### config.mk
export PLATFORM = sky130hd
export DESIGN_NAME = piso_serializer
export DESIGN_NICKNAME = d
export VERILOG_FILES = /design/src/rtl/piso_serializer.sv
export SDC_FILE = /design/constraint.sdc
export NUM_CORES = 1
export LEC_CHECK = 0
export BUFFER_PORTS_ARGS = -buffer_cell sky130_fd_sc_hd__buf_2
export CAP_MARGIN = 25
export CORE_MARGIN = 1
export CORE_UTILIZATION = 50
export CTS_BUF_LIST = sky130_fd_sc_hd__clkbuf_8
export CTS_CLUSTER_SIZE = 25
export DETAILED_ROUTE_END_ITERATION = 10
export HOLD_SLACK_MARGIN = 0.05
export MAX_ROUTING_LAYER = met4
export PLACE_DENSITY_LB_ADDON = 0.25
export SLEW_MARGIN = 0
export SYNTH_ARGS = -nofsm -noshare
export SYNTH_HDL_FRONTEND = slang
export SYNTH_SLANG_ARGS = --single-unit
### constraint.sdc
create_clock -name clk -period 2.3 [get_ports clk]
set_clock_uncertainty 0.2 [all_clocks]
set_input_delay 0.46 -clock clk [delete_from_list [all_inputs] [get_ports clk]]
set_output_delay 0.46 -clock clk [all_outputs]
set_load 0.005 [all_outputs]
### src/rtl/piso_serializer.sv
// Parallel-in serial-out serializer: one-word holding buffer feeding a WIDTH-bit shifter, MSB or LSB first.
// First bit appears two edges after acceptance; in_ready = ~hold_vld; macro SER_PARITY_EN appends an even-parity bit.
module piso_serializer #(
    parameter int WIDTH     = 8,
    parameter int MSB_FIRST = 1
) (
    input  logic             clk,
    input  logic             reset,
    input  logic [WIDTH-1:0] in_data,
    input  logic             in_valid,
    output logic             in_ready,
    output logic             ser_out,
    output logic             ser_valid,
    output logic             frame_start,
    output logic             frame_done
);

    localparam int               CNT_W    = $clog2(WIDTH);
    localparam logic [CNT_W-1:0] LAST_BIT = CNT_W'(WIDTH - 1);

`ifdef SER_PARITY_EN
    typedef enum logic [1:0] {IDLE, SHIFT, PAR} state_t;
`else
    typedef enum logic {IDLE, SHIFT} state_t;
`endif

    state_t           state_q, state_d;
    logic [WIDTH-1:0] hold_q, hold_d;
    logic             hold_vld_q, hold_vld_d;
    logic [WIDTH-1:0] shift_q, shift_d;
    logic [CNT_W-1:0] cnt_q, cnt_d;
    logic             ser_out_q, ser_out_d;
    logic             ser_valid_q, ser_valid_d;
    logic             frame_start_q, frame_start_d;
    logic             frame_done_q, frame_done_d;
    logic             load_next;
`ifdef SER_PARITY_EN
    logic             par_q, par_d;
`endif

    function automatic logic head_bit(input logic [WIDTH-1:0] w);
        return (MSB_FIRST != 0) ? w[WIDTH-1] : w[0];
    endfunction

    function automatic logic [WIDTH-1:0] advance(input logic [WIDTH-1:0] w);
        return (MSB_FIRST != 0) ? (w << 1) : (w >> 1);
    endfunction

    always_comb begin
        state_d       = state_q;
        hold_d        = hold_q;
        hold_vld_d    = hold_vld_q;
        shift_d       = shift_q;
        cnt_d         = cnt_q;
        ser_out_d     = 1'b0;
        ser_valid_d   = 1'b0;
        frame_start_d = 1'b0;
        frame_done_d  = 1'b0;
        load_next     = 1'b0;
`ifdef SER_PARITY_EN
        par_d         = par_q;
`endif

        if (in_valid && !hold_vld_q) begin
            hold_d     = in_data;
            hold_vld_d = 1'b1;
        end

        case (state_q)
            IDLE: load_next = hold_vld_q;
            SHIFT: begin
                if (cnt_q != LAST_BIT) begin
                    ser_out_d   = head_bit(shift_q);
                    shift_d     = advance(shift_q);
                    cnt_d       = cnt_q + CNT_W'(1);
                    ser_valid_d = 1'b1;
`ifdef SER_PARITY_EN
                    frame_done_d = 1'b0;
`else
                    frame_done_d = (cnt_q == LAST_BIT - CNT_W'(1));
`endif
                end else begin
`ifdef SER_PARITY_EN
                    state_d      = PAR;
                    ser_out_d    = par_q;
                    ser_valid_d  = 1'b1;
                    frame_done_d = 1'b1;
`else
                    state_d      = IDLE;
                    load_next    = hold_vld_q;
`endif
                end
            end
`ifdef SER_PARITY_EN
            PAR: begin
                state_d   = IDLE;
                load_next = hold_vld_q;
            end
`endif
            default: state_d = IDLE;
        endcase

        // Bit 0 is registered straight from hold so back-to-back frames have no bubble.
        if (load_next) begin
            state_d       = SHIFT;
            hold_vld_d    = 1'b0;
            ser_out_d     = head_bit(hold_q);
            shift_d       = advance(hold_q);
            cnt_d         = '0;
            ser_valid_d   = 1'b1;
            frame_start_d = 1'b1;
            frame_done_d  = 1'b0;
`ifdef SER_PARITY_EN
            par_d         = ^hold_q;
`endif
        end
    end

    always_ff @(posedge clk) begin
        if (reset) begin
            state_q       <= IDLE;
            hold_q        <= '0;
            hold_vld_q    <= 1'b0;
            shift_q       <= '0;
            cnt_q         <= '0;
            ser_out_q     <= 1'b0;
            ser_valid_q   <= 1'b0;
            frame_start_q <= 1'b0;
            frame_done_q  <= 1'b0;
`ifdef SER_PARITY_EN
            par_q         <= 1'b0;
`endif
        end else begin
            state_q       <= state_d;
            hold_q        <= hold_d;
            hold_vld_q    <= hold_vld_d;
            shift_q       <= shift_d;
            cnt_q         <= cnt_d;
            ser_out_q     <= ser_out_d;
            ser_valid_q   <= ser_valid_d;
            frame_start_q <= frame_start_d;
            frame_done_q  <= frame_done_d;
`ifdef SER_PARITY_EN
            par_q         <= par_d;
`endif
        end
    end

    assign in_ready    = ~hold_vld_q;
    assign ser_out     = ser_out_q;
    assign ser_valid   = ser_valid_q;
    assign frame_start = frame_start_q;
    assign frame_done  = frame_done_q;

endmodule

**Word level (Yosys, flattened, before mapping)**

Index checks and enable logic that the tools add are counted.

- Register bits: 23
- Latch bits: 0
- Memory bits (writable): 0
- ROM bits: 0
- Output and inout port bits: 5
- Logic and storage cells: 34
- Memories kept: 0

- Add/sub/neg operators: 1
- Multipliers: 0
- Div/mod/pow operators: 0
- Order comparisons: 0
- Equal/unequal tests: 2
- Shifts and indexed selects: 0
- Mux-type cells: 12
- Bitwise gates (word level): 3
- Reduce and logical (&&, ||, !) cells: 8

Operators with widths:

| cell | number |
|---|---|
| $mux 8 | 3 |
| $mux 1 | 8 |
| $reduce_and 2->1 | 2 |
| $reduce_bool 2->1 | 2 |
| $reduce_or 4->1 | 1 |
| $add 3x1->3 const B | 1 |
| $eq 3x3->1 const B | 1 |
| $ne 3x3->1 const B | 1 |
| $not 1->1 | 3 |
| $pmux 1 s2 | 1 |
| $reduce_or 2->1 | 1 |
| $logic_and 1x1->1 | 1 |
| $logic_not 1->1 | 1 |

**Logic depth before layout (Yosys ltp)**

- Depth after elaboration: 5
- Depth in mapped cells: 6
- Depth with buffers taken out: 5

**Worst setup path before layout**

Ideal clock, no wire load.

- Kind: register to register
- Start: register cnt_q[0]
- End: register shift_q[5]
- Setup time: 0.079 ns
- Arrival time: 1.216 ns
- Data required time: 2.021 ns
- Setup slack: 0.805 ns
- Cell stages (with the launch flop): 7
- Clock period less this slack: 1.495 ns
- Cells stage by stage: dfxtp_1 ha_1 ha_1 and2b_1 buf_6 a21oi_1 a211oi_2

- Cells in the longest elaborated chain, start to end: 5

RTL lines:

| item | RTL line | text |
|---|---|---|
| start: declaration | 31 | `logic [CNT_W-1:0] cnt_q, cnt_d;` |
| start signal: assignment | 138 | `cnt_q <= cnt_d;` |
| $ne 3x3->1 (*) | 72 | `if (cnt_q != LAST_BIT) begin` |
| $mux 1 | 72 |  |
| $pmux 1 s2 | 69 | `case (state_q)` |
| $reduce_bool 2->1 (no line) | n/a |  |
| $reduce_and 2->1 (no line) | n/a |  |
| end signal: assignment | 137 | `shift_q <= shift_d;` |
| end: declaration | 30 | `logic [WIDTH-1:0] shift_q, shift_d;` |

Mark *: on every way between the ends. The rest lies on a longest branch, timed or not.
A chain may end at the register's enable or synchronous reset.

**Worst setup path after layout**

- Start: register hold_vld_q
- End: output in_ready

- Cells in the longest elaborated chain, start to end: 1

RTL lines:

| item | RTL line | text |
|---|---|---|
| start: declaration | 29 | `logic hold_vld_q, hold_vld_d;` |
| start signal: assignment | 136 | `hold_vld_q <= hold_vld_d;` |
| $not 1->1 | 149 | `assign in_ready = ~hold_vld_q;` |
| end: declaration | 11 | `output logic in_ready,` |

Every way passes these cells.

==> impl_metrics.ini <==
[finish]
drive_gt1_share_pct = 22.03
syn_to_final_growth_pct = 10.35
diodes = 0
nNetsFinal = 133

[placement]
port_buffers = 15
dp_hpwl_um = 1099
dp_slack_ns = 0.6171
gp_congestion = 0.7674

[power]
seq_power_share_pct = 55.9
combPwrFrac_pct = 11.6
cellLeakagePower_nw = 0.4354
p_int_mw = 0.5798
swShare_pct = 25.26
power.switching_mw = 0.1960
clock_power_share_pct = 32.5
ir_worst_vdd_v = 0.0006016
p_per_area_mw_per_mm2 = 736.4

[die]
coreArea_mm2 = 0.001764
ios = 16
dieArea_mm2 = 0.002088
die_x_um = 45.70
initial_core_util_pct = 54.11
die_y_um = 45.70
core.rowCount = 15

[clocking]
clk_pin_slew_worst_paths_ns = 0.08
root_buffer = clkbuf_8
post_cts_resized = 0
cts.sinks = 23
htreeDepth = 1
post_cts_buffers = 0
cts_max_path_buffers = 2
clock_latency_ns = 0.27
cts_hold_buffers = 0
cts-buffers-inserted = 3
cts_tree = built

[yosys]
synth_ff_type = dfxtp_1
yosysWarnings = 0
ys_types = 21
synthArstFlopShare_pct = 0
synth_largest_area_cell = dfxtp_1
ys_ff_latch = 23
yosysSeqAreaShare_pct = 48.23
syn_inst = 105
synth_edf_count = 0
avgSynthCellArea_um2 = 9.092
synth_area_um2 = 954.7
syn-num-nets = 119
synth_commonest_cells = 23 x dfxtp_1, 23 x nand2_1, 16 x a21oi_1, 8 x nor2_1
netlist_top_cells_area = dfxtp_1 48%, nand2_1 9.0%, a21oi_1 8.4%
synth_top_area_share_pct = 48.23

[sta]
rsz0062_at_grt = false
fin_tns_setup_ns = 0
max_slew_margin_pct = 70.51
hold_viol = 0
fmax_mhz = 580.1
setup_ws_ns = 0.5762
drv_slew = 0
tightest_slew_ns = 0.4423
fin_crit_sh_pct = 74.95
finalCriticalPeriod_ns = 1.724
setup_violations = 0

[worst_setup_path]
end_kind = output port
r2r-start = cnt_q[0]
cp.buffers_inverters = 2
cp_slowest_cell = dfxtp_1
reg2reg_to = shift_q[7]
critical_path_depth = 2
startpoint = hold_vld_q
rrSetupSlack_ns = 0.61
critical_path.endpoint = in_ready
cp_top_family = buffers and inverters
worstSetupStartpointType = register
critPathMaxStageDelay_ns = 0.34
worstPathArrival_ns = 1.06
crit_path_cell_trace = clkinv_1 > buf_2
required_ns = 1.64
crit_fanout = 9
r2r_cells = 5
critPathKind = register to output port

[min_path]
hold_depth = 3
hold_path.class = input pin to register

[grt]
grt_max_degree = 24
overflow = 0
grt_pass1_wl_um = 2732
gr-usage-all-layers_pct = 18.99
grt_pass1_vias = 645
antenna_found_initial = 0

[flow_run]
cap_violations = 0

[routing]
first_pass_iters = 4
via_count = 742
postRouteAntennaNets = 0
wirelength_um = 1646
routedWlPerCell_um = 11.51
route.detailed.drc = 0
drt-vias-per-instance = 5.189
drtIter0Drc = 5

[outcome]
status = finished, final reports clean
## final cells by class
class,count,area [um^2]
Fill cell,186,710.7
Tap cell,25,31.28
Clock inverter,1,5.005
Timing Repair Buffer,16,82.58
Multi-Input combinational cell,73,425.4
Clock buffer,3,41.29
Sequential cell,23,460.4
Inverter,2,7.507
## worst min-delay path by stage
stage                      to        from  slack (ns)
floorplan             ser_out  shift_q[7]        0.23
global placement    hold_q[1]   hold_q[1]        0.25
detailed placement  hold_q[1]   hold_q[1]        0.25
CTS                 hold_q[5]  in_data[5]        0.22
global route        hold_q[6]  in_data[6]        0.24
finish              hold_q[5]  in_data[5]        0.22
## sequential cells by signal (all words and copies together) (netlist names)
name / flops
ser_out: 1
frame_start: 1
cnt_q: 3
shift_q: 7
hold_q: 8
ser_valid: 1
hold_vld_q: 1
frame_done: 1
## cell families (layout without fill, tap and decap cells)
family	count (synthesis)	in the layout	share of synthesized area (%)
simple gates	43	43	20.31
compound gates	23	23	16.12
flops	23	23	48.23
buf+inv	9	22	7.207
mux	4	4	4.194
fa+ha+maj	3	3	3.932
## power groups by stage
stage	Sequential [mW]	Clock, mW	Combinational [mW]
finish	0.434	0.252	0.0903
global route	0.437	0.267	0.102
CTS	0.434	0.252	0.0919
detailed placement	0.443	0	0.0913
global placement	0.442	0	0.0882
floorplan	0.441	0	0.0752
## per-stage QoR
stage                     hold WS (ns)  area (um^2)  util, %  std cells  power [mW]
after floorplan                 0.2306        954.7        -        105      0.5166
final                           0.2220         1054    59.72        143      0.7758
after global placement          0.2454         1007    57.09        139      0.5305
after global routing            0.2350         1054    59.72        143      0.8059
after detailed placement        0.2485         1007    57.09        139      0.5348
after CTS                       0.2241         1054    59.72        143      0.7777
## per-layer routing
layer  up-vias  share of wire [%]  GRT usage, %
met4         0                2.2         10.59
met5         -                  0             -
met3         5                4.3         3.571
met2        23                 49         30.57
met1       341                 45         22.14
li1        373                  -             -
## worst reg2reg max path, cell delays in order (launching register included)
cell and delay, ns:
dfxtp_1 0.33, ha_1 0.20, ha_1 0.18, and2b_1 0.40
a21oi_1 0.09, a211oi_2 0.21
## layout by cell type (no fill, tap or decap), drive strengths merged
cell    synthesis  layout
nor2b           1       1
nand2b          3       3
ha              3       3
nand2          23      23
clkinv          1       2
clkbuf          2       3
nand3           3       3
buf             5      16
nor2            8       8
inv             1       1
dfxtp          23      23
mux2i           4       4
a21oi          17      17
nor3            3       3
and2b           2       2
a211oi          6       6
Power figures use the tool's default switching activity.
